### config.mk
export PLATFORM = sky130hd
export DESIGN_NAME = input_loader_flat
export DESIGN_NICKNAME = d
export VERILOG_FILES = /design/src/rtl/input_loader_if.sv /design/src/rtl/input_loader.sv /design/src/flat_wrapper.sv
export SDC_FILE = /design/constraint.sdc
export NUM_CORES = 1
export LEC_CHECK = 0
export CORE_ASPECT_RATIO = 0.9
export CORE_MARGIN = 3
export CORE_UTILIZATION = 30
export DETAILED_ROUTE_END_ITERATION = 10
export PLACE_DENSITY = 0.66
export REMOVE_ABC_BUFFERS = 1
export SYNTH_ARGS = -nofsm -noshare
export SYNTH_HDL_FRONTEND = slang
export SYNTH_SLANG_ARGS = --single-unit
export TNS_END_PERCENT = 20
### constraint.sdc
create_clock -name clk -period 5.7 [get_ports clk]
set_input_delay 1.14 -clock clk [delete_from_list [all_inputs] [get_ports clk]]
set_output_delay 1.14 -clock clk [all_outputs]
set_load 0.03 [all_outputs]
### src/rtl/input_loader_if.sv
// input_loader_if: pixel stream (pixel_in/pixel_valid/pixel_ready) and RAM write bus (mem_we/mem_addr/mem_wdata); master = host side, slave = loader side
interface input_loader_if #(
  parameter int ADDR_W = 18,
  parameter int DATA_W = 8
);
  logic [DATA_W-1:0] pixel_in;
  logic pixel_valid;
  logic pixel_ready;
  logic mem_we;
  logic [ADDR_W-1:0] mem_addr;
  logic [DATA_W-1:0] mem_wdata;
  modport master(output pixel_in, pixel_valid, input pixel_ready, mem_we, mem_addr, mem_wdata);
  modport slave(input pixel_in, pixel_valid, output pixel_ready, mem_we, mem_addr, mem_wdata);
endinterface

### src/rtl/input_loader.sv
// input_loader: streams pixel bytes into RAM at BASE_ADDR.. with done per frame; ports clk, rst, enable, start, bus (slave: pixel stream in, RAM write out), busy, done, count, checksum (byte sum when INPUT_CHECKSUM_EN is defined, else 0)
module input_loader #(
  parameter int ADDR_W = 18,
  parameter int DATA_W = 8,
  parameter logic [ADDR_W-1:0] BASE_ADDR = '0,
  parameter int NUM_PIXELS = 160000
) (
  input  logic clk,
  input  logic rst,
  input  logic enable,
  input  logic start,
  input_loader_if.slave bus,
  output logic busy,
  output logic done,
  output logic [ADDR_W-1:0] count,
  output logic [15:0] checksum
);
  typedef enum logic [1:0] {IDLE, LOAD, DONE} state_t;
  state_t state, state_n;
  logic hs, last, launch;
  assign hs = bus.pixel_valid && state == LOAD && enable;
  assign last = count == ADDR_W'(NUM_PIXELS - 1);
  assign launch = enable && start && state != LOAD;
  assign bus.pixel_ready = state == LOAD;
  assign busy = state == LOAD;
  assign done = state == DONE;
  always_comb begin
    state_n = !enable ? IDLE : state == LOAD ? (hs && last ? DONE : LOAD) : start ? LOAD : state;
  end
  always_ff @(posedge clk) begin
    state <= rst ? IDLE : state_n;
  end
  always_ff @(posedge clk) begin
    if (rst || !enable) begin
      count <= '0;
      bus.mem_we <= 1'b0;
    end else begin
      count <= launch ? '0 : hs ? count + 1'b1 : count;
      bus.mem_we <= hs;
    end
  end
  always_ff @(posedge clk) begin
    if (rst) begin
      bus.mem_addr <= '0;
      bus.mem_wdata <= '0;
    end else if (hs) begin
      bus.mem_addr <= BASE_ADDR + count;
      bus.mem_wdata <= bus.pixel_in;
    end
  end
`ifdef INPUT_CHECKSUM_EN
  logic [15:0] sum;
  always_ff @(posedge clk) begin
    if (rst || launch) sum <= '0;
    else if (hs) sum <= sum + 16'(bus.pixel_in);
  end
  assign checksum = sum;
`else
  assign checksum = '0;
`endif
endmodule

### src/flat_wrapper.sv
// flat-port wrapper written by rule: the top's interface ports become plain ports
module input_loader_flat 
#(
  parameter int ADDR_W = 18,
  parameter int DATA_W = 8,
  parameter logic [ADDR_W-1:0] BASE_ADDR = '0,
  parameter int NUM_PIXELS = 160000
)
  (clk, rst, enable, start, busy, done, count, checksum, bus_pixel_in, bus_pixel_valid, bus_pixel_ready, bus_mem_we, bus_mem_addr, bus_mem_wdata);
  input_loader_if #(.ADDR_W(ADDR_W), .DATA_W(DATA_W)) bus_i ();
  input  logic clk;
  input  logic rst;
  input  logic enable;
  input  logic start;
  output logic busy;
  output logic done;
  output logic [ADDR_W-1:0] count;
  output logic [15:0] checksum;
  input wire logic [$bits(bus_i.pixel_in)-1:0] bus_pixel_in;
  input wire logic [$bits(bus_i.pixel_valid)-1:0] bus_pixel_valid;
  output wire logic [$bits(bus_i.pixel_ready)-1:0] bus_pixel_ready;
  output wire logic [$bits(bus_i.mem_we)-1:0] bus_mem_we;
  output wire logic [$bits(bus_i.mem_addr)-1:0] bus_mem_addr;
  output wire logic [$bits(bus_i.mem_wdata)-1:0] bus_mem_wdata;
  assign bus_i.pixel_in = bus_pixel_in;
  assign bus_i.pixel_valid = bus_pixel_valid;
  assign bus_pixel_ready = bus_i.pixel_ready;
  assign bus_mem_we = bus_i.mem_we;
  assign bus_mem_addr = bus_i.mem_addr;
  assign bus_mem_wdata = bus_i.mem_wdata;
  input_loader #(.ADDR_W(ADDR_W), .DATA_W(DATA_W), .BASE_ADDR(BASE_ADDR), .NUM_PIXELS(NUM_PIXELS)) u_core (.clk(clk), .rst(rst), .enable(enable), .start(start), .bus(bus_i), .busy(busy), .done(done), .count(count), .checksum(checksum));
endmodule
### Word-level counts from Yosys, hierarchy flattened

Cells that the tools add are included.

* register bits after elaboration: 47
* bits of input ports: 13
* output and inout port bits: 64
* logic and storage cells: 24

* add/subtract/negate cells: 1
* equality and inequality tests: 4
* mux-type cells: 3
* bitwise operators: 1
* reductions and logical operators: 10

Operators with widths (number)
* $add 18x1->18 const B: 1
* $eq 18x18->1 const B: 1
* $mux 2: 3
* $logic_and 1x1->1: 5
* $reduce_or 2->1: 2
* $eq 2x1->1 const B: 1
* $eq 2x2->1 const B: 1
* $ne 2x1->1 const B: 1
* $reduce_bool 2->1: 1
* $logic_not 1->1: 1
* $logic_or 1x1->1: 1
* $not 1->1: 1

### Logic depth before layout (Yosys ltp)

* depth in word-level cells: 6
* mapped depth: 6
* gate-level depth less buffers: 5

### Worst setup path before layout

No wires, ideal clock.

* path kind: input port to flip-flop
* from: input port enable
* to: register u_core.count[16]
* library setup time: 0.071 ns
* arrival time: 2.420 ns
* data required time: 5.629 ns
* setup slack: 3.209 ns
* stages: 5
* buffers on the path: 1
* cells stage by stage: nand4b_4 -> or3_1 -> buf_2 -> or4_1 -> a21oi_1

* cells in the longest elaborated chain, start to end: 3
* elaborated cells on any way between the ends: 6
* classes of those cells: reduce/logical (6)

Ends and longest elaborated chain
* start, declared: line flat_wrapper.sv:13 `input logic enable;`
* $logic_not 1->1 or $logic_and 1x1->1 (tied branches)
* $logic_or 1x1->1 or $logic_and 1x1->1 (tied branches): line input_loader.sv:34, input_loader.sv:23
* $reduce_or 2->1 (no source line)
* end signal, assigned: line input_loader.sv:38 `count <= launch ? '0 : hs ? count + 1'b1 : count;`
* end, declared: line input_loader.sv:15 `output logic [ADDR_W-1:0] count,`

Several ways; a longest one is shown, not always the timed one.
A chain may end at the register's enable or synchronous reset.

### Final worst setup path

* from: input port enable
* to: register u_core.count[14]

The elaborated chain is that of the path after synthesis.

==> run metrics <==
Clock Path Buffers 2; total wire length 4600 um; grt ovf 0; post-synth design cell area just under 2000 sq um; hold_ws 0.457 ns; PwrDens 220 nW/um^2; setup slack, reg-to-reg 3.37 ns; Max Used Layer met4; Int Power around 0.45 mW; max-capacitance violation count 0; maximum fanout along the worst path 37; Mean Syn Cell Area 8.15 sq um; Net Sw Frac 23.4%; CTS H-tree depth 2; first-pass GRT wire length about 7600 um; NumNets Final slightly above 300; wire length per cell 12.0 um; Slew @ Worst Pin 1.15 ns; YS warnings 0; post-route ant nets 0; status completed; post-CTS sizing 0; antenna violations before repair 0; peak supply drop 0.0878 mV; Post-Route M1 WL around 2200 um; Final Hold Viols 0; Synth area leader dfxtp_1; Chip Height 83.2 um; CTS clk-pin slew, worst paths 0.08 ns; crit path DAT 3.50 ns; post-route cell area ~2700 sq um; clock sink count 47; Residual DRC 0; CTS tree done; number of flops mapped to enable cells by yosys 0; via/cell ratio 4.54; Clk Latency, worst-skew pair 0.29 ns; Root Buffer Master clkbuf_8; skew final 0.00477 ns; # hold bufs at CTS 0; Power, Total 0.589 mW; Startpoint Class primary input; Synth Flop Type dfxtp_1; largest net degree at the start of global routing 38; relative slew slack 23.3%; wire length on met3 approximately 350 um; RD Place Congestion 0.698; Num CTS Buffers 5; Hold Path Class reg2reg; #FFs+latches synth 47; Fill cells approximately 650; sequential area share after synthesis 47.3%; top cell type's share of synthesized area 47.3%; DPL Wire Length 3160 um; Pre-Repair DR Iteration Count 4; top-count cell post-synth nand2_1; met2 WL 2040 um; gr usage total 12.1%; Initial Utilization 31.6%; sequential cell area 941 sq um; Req. time, crit path approximately 5.9 ns; num ports 77; largest cells by area after synthesis dfxtp_1 47%, nand2_1 11%, a21oi_1 9.1%, buf_4 6.4%, xnor2_1 3.1%; Layout Cells excl Fill 383; die area 7640 sq um; FMAX between 300 and 400 MHz; Critical Path End Type register; Multi-input gate area 907 sq um; placed cell count 375; setup_tns 0 ns; Antenna Cells 0; row count 27; Post-DP Area 2570 sq um; Final setup viols 0; Seq pwr share a little under three fifths; post-layout util a little over two fifths; combinational share of power between 6 and 7%; core area 6280 sq um; RSZ-0062 raised after global routing false; area delta synth->final 34.6%; most frequent cells after synthesis 60 x nand2_1, 47 x dfxtp_1, 36 x a21oi_1, 17 x buf_4; ratio of cells with drive above 1 in the final layout 3.04%; CP Class in2reg; share of flip-flops with an asynchronous set or reset 0%; Place WS 2.09 ns; Initial DRC Count 114; Die W 91.8 um; leakage power 0.846 nW; Post-CTS Setup Inserts 0; clock power share 37.1%; max-slew violation count 0; IO Port Bufs 60; Final period util between 50 and 60%; Synth Instances ~240; Period minus WS final 3.27 ns; Vias 1737; library cells used by synthesis 33; NetSw 0.138 mW; vias in the first global route between 1500 and 2000; final worst slack between 2 and 2.5 ns
## layer usage
metal	up-vias	track usage, %
met5	-	0
met4	0	3.64
met3	5	3.35
met2	64	19.6
met1	780	15.6
li1	888	-
## power by group through the flow
stage	registers (mW)	logic, mW	clock network (mW)
after detailed placement	0.338	0.0403	0
after CTS	0.330	0.0404	0.228
final	0.330	0.0402	0.219
after floorplan	0.340	0.0210	0
after global placement	0.338	0.0401	0
after global routing	0.331	0.0427	0.244
## flip-flops by register name (all words and copies together) (netlist names)
signal                count
u_core.bus.mem_addr      18
u_core.bus.mem_wdata      8
u_core.bus.mem_we         1
u_core.count             18
u_core.state              2
## area by class of cell
cell class | count | share of cell area (%)
tap | 87 | 4.07
sequential | 47 | 35.2
inverter | 4 | 0.561
clock inverter | 1 | 0.281
multi-input combinational | 177 | 33.9
timing repair buffer | 60 | 22.4
clock buffer | 7 | 3.60
## cell families after synthesis
family | count (synthesis) | share of synthesized area (%)
buffers and inverters | 35 | 9.88
AOI/OAI and AO/OA | 45 | 12.1
other | 1 | 0.189
xor gates and xnor gates | 9 | 3.96
DFF | 47 | 47.3
adders and majority gates | 1 | 0.629
and+or+nand+nor | 106 | 25.9
## path summary, 6_finish.rpt
check | cells past startpoint | start | to
worst max register to register | 4 | u_core.state[0] | u_core.count[14]
worst max-delay path | 5 | enable | u_core.count[14]
worst min register to register | 2 | u_core.bus.mem_addr[1] | u_core.bus.mem_addr[1]
worst min-delay path | 2 | u_core.bus.mem_addr[1] | u_core.bus.mem_addr[1]
## layout by cell type, fill, tap and decap left out, drive strengths merged, types with 2 or more instances in the layout
master / netlist / final
nand2: 60 / 60
clkdlybuf4s50: 0 / 60
dfxtp: 47 / 47
a21oi: 36 / 36
conb: 1 / 16
nor2: 12 / 12
xnor2: 7 / 7
clkbuf: 12 / 7
nand3: 5 / 5
or3: 5 / 5
o31ai: 5 / 5
or4: 5 / 5
inv: 4 / 4
nor4: 4 / 4
o21ai: 3 / 3
nand2b: 2 / 2
nand4: 2 / 2
nor4b: 2 / 2
xor2: 2 / 2
nand4b: 2 / 2
## critical path: stages
cell and delay, ns:
clkdlybuf4s50_1 0.53, nand4b_4 0.46, or3_1 0.65, or4_1 0.53
a21oi_1 0.15
Power figures use the tool's default switching activity.
